**src/rtl/can_bit_stuff.sv**
```systemverilog
// CAN transmit bit stuffer: inserts a complementary bit after STUFF_LEN
// identical bits inside the stuffed region (SOF..CRC) and stalls the
// serializer for that bit time.
//
// Ports:
//   CLK, RST_N    clock, async active-low reset
//   BIT_TICK      one-CLK strobe per nominal bit time
//   ABORT         synchronous clear, wins over BIT_TICK
//   STUFF_EN      IN_BIT belongs to the stuffed region
//   IN_VALID      serializer has a bit; IN_BIT is the bit
//   IN_READY      bit consumed this cycle (combinational)
//   TX_BIT        registered bit to the CAN TX driver
//   STUFF_ACTIVE  TX_BIT is currently a stuff bit
//   UNDERRUN      one-CLK pulse: tick with no bit inside stuffed region
module can_bit_stuff #(
    parameter int STUFF_LEN = 5
) (
    input  logic CLK,
    input  logic RST_N,
    input  logic BIT_TICK,
    input  logic ABORT,
    input  logic STUFF_EN,
    input  logic IN_VALID,
    input  logic IN_BIT,
    output logic IN_READY,
    output logic TX_BIT,
    output logic STUFF_ACTIVE,
    output logic UNDERRUN
);

    localparam logic [2:0] RUN_MAX = 3'(STUFF_LEN);

    logic       last_bit;
    logic [2:0] run_cnt;
    logic       stuff_pending;
    logic [2:0] run_next;

    // A stuff bit owes the slot, so the serializer is held off.
    assign IN_READY = BIT_TICK & ~stuff_pending & ~ABORT & RST_N;

    // run_cnt==0 means "no run yet", so the first stuffed bit
    // always starts a fresh run even if it matches last_bit.
    always_comb begin
        run_next = 3'd1;
        if (IN_BIT == last_bit && run_cnt != 3'd0)
            run_next = run_cnt + 3'd1;
    end

    always_ff @(posedge CLK or negedge RST_N) begin
        if (!RST_N) begin
            TX_BIT        <= 1'b1;
            STUFF_ACTIVE  <= 1'b0;
            UNDERRUN      <= 1'b0;
            last_bit      <= 1'b1;
            run_cnt       <= 3'd0;
            stuff_pending <= 1'b0;
        end else begin
            UNDERRUN <= 1'b0;
            if (ABORT) begin
                TX_BIT        <= 1'b1;
                STUFF_ACTIVE  <= 1'b0;
                last_bit      <= 1'b1;
                run_cnt       <= 3'd0;
                stuff_pending <= 1'b0;
            end else if (BIT_TICK) begin
                if (stuff_pending) begin
                    // Emitted even if STUFF_EN has dropped, so a
                    // stuff bit after the last CRC bit still goes out.
                    TX_BIT        <= ~last_bit;
                    STUFF_ACTIVE  <= 1'b1;
                    last_bit      <= ~last_bit;
                    run_cnt       <= 3'd1;
                    stuff_pending <= 1'b0;
                end else if (IN_VALID) begin
                    TX_BIT       <= IN_BIT;
                    STUFF_ACTIVE <= 1'b0;
                    last_bit     <= IN_BIT;
                    if (STUFF_EN) begin
                        run_cnt <= run_next;
                        if (run_next == RUN_MAX)
                            stuff_pending <= 1'b1;
                    end else begin
                        run_cnt <= 3'd0;
                    end
                end else begin
                    TX_BIT       <= 1'b1;
                    STUFF_ACTIVE <= 1'b0;
                    run_cnt      <= 3'd0;
                    UNDERRUN     <= STUFF_EN;
                end
            end
        end
    end

endmodule

```
**config.mk**
```make
export PLATFORM = sky130hd
export DESIGN_NAME = can_bit_stuff
export DESIGN_NICKNAME = d
export VERILOG_FILES = /design/src/rtl/can_bit_stuff.sv
export SDC_FILE = /design/constraint.sdc
export NUM_CORES = 1
export LEC_CHECK = 0
export ABC_AREA = 1
export CAP_MARGIN = 20
export CELL_PAD_IN_SITES_DETAIL_PLACEMENT = 0
export CELL_PAD_IN_SITES_GLOBAL_PLACEMENT = 1
export CORE_AREA = 2 2 39 41
export DETAILED_ROUTE_END_ITERATION = 6
export DIE_AREA = 0 0 41 43
export DONT_BUFFER_PORTS = 1
export PLACE_DENSITY_LB_ADDON = 0.1
export SLEW_MARGIN = 20
export SYNTH_ARGS = -nofsm -noshare
export SYNTH_HDL_FRONTEND = slang
export SYNTH_SLANG_ARGS = --single-unit
```
**constraint.sdc**
```tcl
create_clock -name CLK -period 1.8 [get_ports CLK]
set_input_delay 0.54 -clock CLK [delete_from_list [all_inputs] [get_ports CLK]]
set_output_delay 0.54 -clock CLK [all_outputs]
set_load 0.03 [all_outputs]
```
==> impl_metrics.yaml <==
die:
  rows: 14
  core-area_um2: 1384
  die_h_um: 43
  fp.dieArea_um2: 1763
  start_util_pct: 33.09
  die_w_um: 41
  pin_count: 11
place:
  dpl.hpwl_um: 712.2
  portBuffers: 0
  gp_congestion: 0.7587
cts:
  clock_latency_ns: 0.26
  cts-root-buf: "clkbuf_4"
  cts_buffer_depth: 2
  cts_setup_buffers: 0
  numCtsBuffers: 3
  clk_pin_slew_ns: 0.06
  h-tree-depth: 1
  cts_tree: "built"
  post_cts_resize_count: 0
  cts_sinks: 8
synthesis:
  syn_area_um2: 457.9
  yosys.area.top_type: "dfrtp_1"
  yosysWarnings: 0
  synth_edf_count: 0
  synth.top_cell.area_share_pct: 32.79
  synth_adder_area_share_pct: 5.464
  yosys.area_share.simple_pct: 25.14
  synth_xor_area_share_pct: 1.913
  synth_flop_cell: "dfrtp_1"
  synth_commonest_cells: "inv_1 (10), nand2_1 (8), dfrtp_1 (6)"
  yosys_register_bits: 8
  yosysSeqAreaShare_pct: 44.26
  synthMuxAreaShare_pct: 0
  avgSynthCellArea_um2: 8.034
  yosysMostFrequentCell: "inv_1"
  synth_area_leaders: "dfrtp_1 (33%), dfstp_2 (11%), inv_1 (8.2%), nand2_1 (6.6%), ha_1 (5.5%)"
  async_reset_ff_share_pct: 100.0
  synth_top_family_by_area: "simple AND/OR/NAND/NOR gates"
  synth_cell_types: 20
  synth_nets: 66
  synth_cells: 57
  synth_compound_area_share_pct: 12.57
sta:
  fmax_ghz: 0.5980
  period_share_pct: 92.90
  setup_tns_ns: 0
  setup_viol: 0
  worstMarginPinSlew_ns: 0.3008
  fin_skew_ns: 0.009360
  rsz0062_at_grt: "false"
  relSlewSlack_pct: 79.88
  fin_crit_ns: 1.672
  final_max_slew_viol_count: 0
  hold_viol_final: 0
grt:
  grt_pass1_vias: 408
  antenna_found_initial: 0
  grt_pass1_wl_um: 1600
  track_usage_pct: 14.30
  grt_max_degree: 7
  overflow: 0
pwr:
  combPwrFrac_pct: 10.2
  power_density_nw_per_um2: 752.3
  leakage_uw: 0.0002701
  p_sw_uw: 104.3
  ir_worst_vdd_mv: 0.3539
  clockPowerShare_pct: 39.1
  total_power_uw: 392.5
  internal_power_uw: 288.3
  pwr-share-seq_pct: 50.6
  swShare_pct: 26.56
route:
  first_pass_iters: 4
  dr.first_iter.drc_count: 7
  wirelength_um: 914
  via_count: 394
  via_per_inst: 4.987
  detail_route.wl_per_cell_um: 11.57
  drc: 0
  ant_nets: 0
worst_setup_path:
  r2r_start: "run_cnt[0]"
  critPathKind: "reg -> out"
  cp-start-kind: "flip-flop"
  crit_start: "stuff_pending"
  cp_data_arrival_time_ns: 1.13
  required_ns: 1.26
  endpoint_kind: "output port"
  worstPathMaxFanout: 5
final_layout:
  multi_input_area_um2: 206.4
  fillers: 145
  antenna_cells: 0
  seq_area_um2: 202.7
  final_net_count: 73
  area_growth_pct: 13.93
  layout-drive-gt1-share_pct: 22.22
  finalCoreUtilization_pct: 37.70
worst_hold_path:
  worstHoldPathType: "in -> async"
job:
  cap_violations: 0
run_status:
  status: "complete, no violations"
placed cells by master, fill, tap and decap left out, drive strengths merged:
| cell | count |
|---|---|
| a21oi | 2 |
| a31oi | 1 |
| buf | 1 |
| clkbuf | 4 |
| dfrtp | 6 |
| dfstp | 2 |
| dlygate4sd3 | 1 |
| ha | 2 |
| inv | 13 |
| nand2 | 9 |
| nand3 | 5 |
| nand4 | 1 |
| nor2 | 6 |
| nor3 | 2 |
| o21a | 2 |
| o21ai | 4 |
| o22ai | 1 |
| xor2 | 1 |
sequential cells by signal, indices dropped and copies added (netlist names):
register and cells:
STUFF_ACTIVE 1, TX_BIT 1, UNDERRUN 1, last_bit 1, run_cnt 3, stuff_pending 1
power groups by stage:
stage | registers (uW) | logic [uW] | clock network (uW)
3_5_place_dp | 202 | 36.0 | 0
3_3_place_gp | 202 | 36.8 | 0
6_report | 199 | 40.1 | 154
5_1_grt | 200 | 45.5 | 169
2_1_floorplan | 201 | 29.3 | 0
4_1_cts | 199 | 40.6 | 155
final timing paths:
| path | endpoint | slack [ns] | depth (start not counted) |
|---|---|---|---|
| hold reg to reg | UNDERRUN | 0.54 | 1 |
| min in group CLK | STUFF_ACTIVE | 0.35 | 1 |
| setup reg to reg | stuff_pending | 0.52 | 8 |
| hold / removal | TX_BIT | 0.12 | 0 |
| setup / recovery | IN_READY | 0.13 | 4 |
| max in group asynchronous | run_cnt[1] | 0.97 | 1 |
cell families after synthesis:
| family | count (synthesis) |
|---|---|
| DFF | 8 |
| xor gates and xnor gates | 1 |
| adders and majority gates | 2 |
| and+or+nand+nor | 23 |
| buffers and inverters | 13 |
| AOI/OAI and AO/OA | 10 |
through the flow:
step / area (um2) / std cells / hold WS (ns) / setup WS (ns)
finish: 521.8 / 79 / 0.1246 / 0.1278
global route: 521.8 / 79 / 0.1063 / 0.06793
CTS: 521.8 / 79 / 0.1179 / 0.1241
detailed placement: 485.5 / 74 / 0.2447 / 0.3311
global placement: 485.5 / 74 / 0.2447 / 0.3438
floorplan: 457.9 / 57 / 0.2444 / 0.1866
worst max-delay path, cell delays in order, from the launching register on:
cell and delay, ns:
dfrtp_1 0.43, inv_2 0.09, nand3_2 0.09, nor2_1 0.09, buf_4 0.16
routing by layer:
metal | vias up | routed length [um] | part of all wire [%] | track usage (%)
met5 | - | 0 | 0 | 0
met4 | 0 | 38 | 4.2 | 12.00
met3 | 5 | 54 | 5.9 | 3.665
met2 | 14 | 413 | 45 | 20.94
met1 | 182 | 407 | 45 | 16.28
li1 | 193 | - | - | -
cell type report:
| type | instances | area share (%) |
|---|---|---|
| Multi-Input combinational cell | 36 | 39.57 |
| Sequential cell | 8 | 38.85 |
| Inverter | 13 | 9.353 |
| Clock buffer | 4 | 5.036 |
| Tap cell | 16 | 3.837 |
| Timing Repair Buffer | 2 | 3.357 |
repair_timing:
| item | in CTS | in global routing |
|---|---|---|
| endpoints found under the hold margin | 6 | 0 |
| hold buffers | 1 | 0 |
| endpoints found under the setup margin | 0 | 0 |
(Power assumes the default switching activity.)
